$ cat config.mk
export PLATFORM = sky130hd
export DESIGN_NAME = unidad_con_param
export DESIGN_NICKNAME = d
export VERILOG_FILES = /design/src/rtl/unidad_con_param.sv
export SDC_FILE = /design/constraint.sdc
export NUM_CORES = 1
export LEC_CHECK = 0
export CAP_MARGIN = 40
export CORE_UTILIZATION = 36
export DETAILED_ROUTE_END_ITERATION = 16
export HOLD_SLACK_MARGIN = 0.05
export SLEW_MARGIN = 20
export SYNTH_ARGS = -nofsm -noshare
export SYNTH_HDL_FRONTEND = slang
export SYNTH_SLANG_ARGS = --single-unit
$ cat constraint.sdc
create_clock -name clk -period 2.1 [get_ports clk]
set_input_delay 0.21 -clock clk [delete_from_list [all_inputs] [get_ports clk]]
set_output_delay 0.21 -clock clk [all_outputs]
set_load 0.02 [all_outputs]
$ cat src/rtl/unidad_con_param.sv
// unidad_con_param: handshaked control unit sequencing bus enables and load strobes for the accumulator datapath.
module unidad_con_param #(
  parameter int HOLD_CYC = 1,
  parameter int STRB_CYC = 1,
  parameter int N_REG    = 2,
  parameter int SEL_W    = 1
) (
  input  logic             clk,
  input  logic             clear_n,
  input  logic             start,
  input  logic [2:0]       instruction,
  input  logic [SEL_W-1:0] reg_sel,
  output logic             busy,
  output logic             done,
  output logic             illegal,
  output logic             oe_memo,
  output logic             oe_alu,
  output logic             oe_port,
  output logic             r_w,
  output logic             clk1,
  output logic             clk2,
  output logic [N_REG-1:0] clk_reg
);
  localparam int MX = HOLD_CYC > STRB_CYC ? HOLD_CYC : STRB_CYC;
  localparam int CW = $clog2(MX) + 1;
  typedef enum logic [1:0] {IDLE, SETUP, STROBE, RELEASE} state_t;
  state_t           r_state, w_nxt;
  logic [CW-1:0]    r_cnt, w_cnt;
  logic [2:0]       r_op, w_op;
  logic [SEL_W-1:0] r_sel, w_sel;
  logic             w_ill, w_acc, w_act, w_stb;
  always_comb begin
    w_ill = instruction == 3'b101 || (instruction == 3'b111 && 32'(reg_sel) >= N_REG);
    w_acc = r_state == IDLE && start && !w_ill;
    w_nxt = r_state;
    w_cnt = r_cnt;
    w_op  = r_op;
    w_sel = r_sel;
    case (r_state)
      IDLE: if (w_acc) begin
        w_nxt = SETUP;
        w_cnt = CW'(HOLD_CYC - 1);
        w_op  = instruction;
        w_sel = reg_sel;
      end
      SETUP: begin
        w_nxt = r_cnt == '0 ? STROBE : SETUP;
        w_cnt = r_cnt == '0 ? CW'(STRB_CYC - 1) : r_cnt - CW'(1);
      end
      STROBE: begin
        w_nxt = r_cnt == '0 ? RELEASE : STROBE;
        w_cnt = r_cnt == '0 ? '0 : r_cnt - CW'(1);
      end
      default: begin
        w_nxt = IDLE;
        w_cnt = '0;
      end
    endcase
    w_act = w_nxt != IDLE;
    w_stb = w_nxt == STROBE;
  end
  // outputs are decoded from the next state so they are registered yet valid right after the accepting edge
  always_ff @(posedge clk) begin
    if (!clear_n) begin
      r_state <= IDLE;
      r_cnt   <= '0;
      r_op    <= '0;
      r_sel   <= '0;
      busy    <= 1'b0;
      done    <= 1'b0;
      illegal <= 1'b0;
      oe_memo <= 1'b0;
      oe_alu  <= 1'b0;
      oe_port <= 1'b1;
      r_w     <= 1'b0;
      clk1    <= 1'b0;
      clk2    <= 1'b0;
      clk_reg <= '0;
    end else begin
      r_state <= w_nxt;
      r_cnt   <= w_cnt;
      r_op    <= w_op;
      r_sel   <= w_sel;
      busy    <= w_act;
      done    <= w_nxt == RELEASE;
      illegal <= r_state == IDLE && start && w_ill;
      oe_memo <= w_act && w_op[2:1] == 2'b01;
      oe_alu  <= w_act && (w_op[2:1] == 2'b00 || w_op == 3'b111 || w_op == 3'b100);
      oe_port <= !(w_act && w_op == 3'b110);
      r_w     <= w_stb && w_op == 3'b100;
      clk1    <= w_stb && (w_op == 3'b011 || w_op == 3'b001);
      clk2    <= w_stb && (w_op == 3'b010 || w_op == 3'b000 || w_op == 3'b110);
      clk_reg <= (w_stb && w_op == 3'b111) ? N_REG'(1) << w_sel : '0;
    end
  end
endmodule

==> impl_results.md <==
- FF-to-FF End: oe_memo
- Core area: 1710 µm²
- Worst R2R Start: r_state[0]
- Synth warn: 0
- Critical path type: reg -> reg
- Synthesized cell area: 654 µm²
- Critical Path Start Type: register
- Largest net degree at the start of global routing: 10
- Async S/R FF share, synth: 0
- ANT cells: 0
- Worst EP required: 2.28 ns
- # setup viols final: 0
- Number of synthesized register bits: 17
- Max cap viols: 0
- Final period util: 0.794
- Routability cong.: 0.816
- Avg Cell Area, Syn: 10.4 µm²
- Fillers: 167
- Pins Over Slew Limit: 0
- Max reg flops: 3
- RSZ-0062 raised after global routing: no
- Vias/cell: 4.67
- Clock tree root driver cell: clkbuf_4
- # IOs: 18
- IO buf count: 17
- Worst setup margin: 0.433 ns
- Total wire length: 1200 µm
- Setup total negative slack: 0 ns
- Initial Util: 0.383
- Routed len/inst: 11.0 µm
- Finished Layout Cells: 109
- Synth unique cells: 25
- Setup crit start: r_state[0]
- Area of the multi-input gates: 299 µm²
- Die Height: 44.6 µm
- CP Capture Type: register
- Top FF cell, synth: dfxtp_1
- Global-route wire length before repair: 2070 µm
- Nets: 95
- Clock skew: 0.00199 ns
- Worst slew pin tran: 0.424 ns
- CTS Buf Count: 3
- Die width: 44.6 µm
- Post-Syn Nets: 73
- Clock Sinks: 17
- Post-cts sizing count: 0
- Critical path data arrival time: 1.85 ns
- Pre-CTS setup slack: 0.369 ns
- R2R setup slack: 0.43 ns
- Slew margin rel.: 0.717
- Final Hold Fails: 0
- Cell Count Post-Placement: 105
- CTS max path bufs: 2
- Clock latency on the worst-skew pair: 0.28 ns
- Buffer count from post-CTS setup fixing: 0
- CP max FO: 5
- Final ANT Viol Nets: 0
- Via count of the routed design: 509
- Vias in the first global route: 464
- Total GRT Usage: 0.152
- Detailed-route DRC error count: 0
- Initial drt markers: 8
- Cell Area, Placed: 856 µm²
- Worst Hold Class: reg -> reg
- Post-route cell area: 882 µm²
- Worst setup endpoint: oe_memo
- Hold buffers post-CTS: 0
- Remaining global-route overflow: 0
- Reg area: 340 µm²
- Seq/Total Area, Yosys: 0.520
- Pwr Density: 1240 nW/µm²
- Num rows: 15
- Max IR drop VDD: 0.000496 V
- Final min period: 1.67 ns
- P&R area growth vs syn: 34.8%
- Cell count after synthesis: 63
- Router iterations before antenna repair: 2
- Reg2reg path depth: 7
- H-tree depth: 1
- Max frequency: 600 MHz
- Clock-pin slew on the worst setup and hold paths: 0.10 ns
- Status: completed
- EDFF count, synth: 0
- Die area: 1990 µm²
- Hpwl dp: 927 µm
- TritonCTS clock tree: built
- Initial antenna violation count: 0
- Share of cells above drive strength 1: 0.143
- Static leakage: 0.344 nW
critical path: stages, from the launching register on:
cell,delay (ns)
dfxtp_1,0.39
inv_1,0.08
ha_1,0.24
and2_4,0.17
a221o_1,0.34
a31o_4,0.25
nand2_1,0.06
nor2_1,0.03
worst min-delay path by stage:
stage / slack, ns / from / to / cells past startpoint
global placement: 0.52 / r_sel / r_sel / 2
floorplan: 0.33 / clear_n / done / 1
detailed placement: 0.54 / r_sel / r_sel / 2
CTS: 0.55 / r_sel / r_sel / 2
global route: 0.60 / r_sel / r_sel / 2
finish: 0.55 / r_sel / r_sel / 2
cells in the final DEF, fill, tap and decap left out:
cell type	netlist	layout
clkdlybuf4s50_1	0	17
o21a_1	1	1
nor3_1	3	3
nor4_2	1	1
dfxtp_1	17	17
nand3b_1	1	1
a22o_1	1	1
and3_2	1	1
inv_1	4	4
a211oi_1	1	1
nor4b_2	1	1
and3_1	1	1
nor2_1	4	4
ha_1	3	3
mux2i_1	1	1
a221o_1	1	1
nand2_2	2	2
nand2_1	7	7
a22oi_1	1	1
and2_1	3	3
nand4_1	1	1
a31o_4	1	1
o22ai_1	1	1
clkbuf_4	0	3
and2_4	1	1
a21oi_1	3	3
o22a_2	2	2
clkbuf_1	0	1
routing by layer:
layer	GRT usage	up-vias	wire, µm
met3	0.0612	2	41
met1	0.183	232	587
met4	0.0909	0	14
met5	0	-	0
met2	0.226	10	557
li1	-	265	-
Yosys cell counts, types with 2 or more instances:
| library cell | instances | share of area |
|---|---|---|
| inv_1 | 4 | 0.023 |
| and2_1 | 3 | 0.029 |
| nand2_1 | 7 | 0.040 |
| nor3_1 | 3 | 0.023 |
| a21oi_1 | 3 | 0.023 |
| o22a_2 | 2 | 0.031 |
| nand2_2 | 2 | 0.019 |
| nor2_1 | 4 | 0.023 |
| dfxtp_1 | 17 | 0.52 |
| ha_1 | 3 | 0.057 |
logic make-up (layout without fill, tap and decap cells):
family / after synthesis / count (layout) / synth area share
AND/OR/NAND/NOR: 26 / 26 / 0.231
flip-flops: 17 / 17 / 0.520
AO/OA/AOI/OAI: 12 / 12 / 0.153
buffers and inverters: 4 / 25 / 0.0229
adder cells (fa/ha/maj): 3 / 3 / 0.0574
multiplexers: 1 / 1 / 0.0153
where the power goes:
group	switching, mW	internal (mW)
logic	0.268	0.226
registers	0.0324	0.397
clock network	0.0976	0.0736
total	0.398	0.696
through the flow:
stage	util	power (mW)	hold WS, ns
detailed placement	0.501	0.932	0.538
global route	0.516	1.18	0.599
global placement	0.501	0.921	0.520
floorplan	-	0.781	0.332
finish	0.516	1.09	0.550
CTS	0.516	1.10	0.555
area by class of cell:
type / instances / area share
Multi-Input combinational cell: 42 / 0.339
Sequential cell: 17 / 0.386
Inverter: 4 / 0.0170
Timing Repair Buffer: 17 / 0.193
Clock buffer: 4 / 0.0298
Tap cell: 25 / 0.0355
Power figures use the tool's default switching activity.
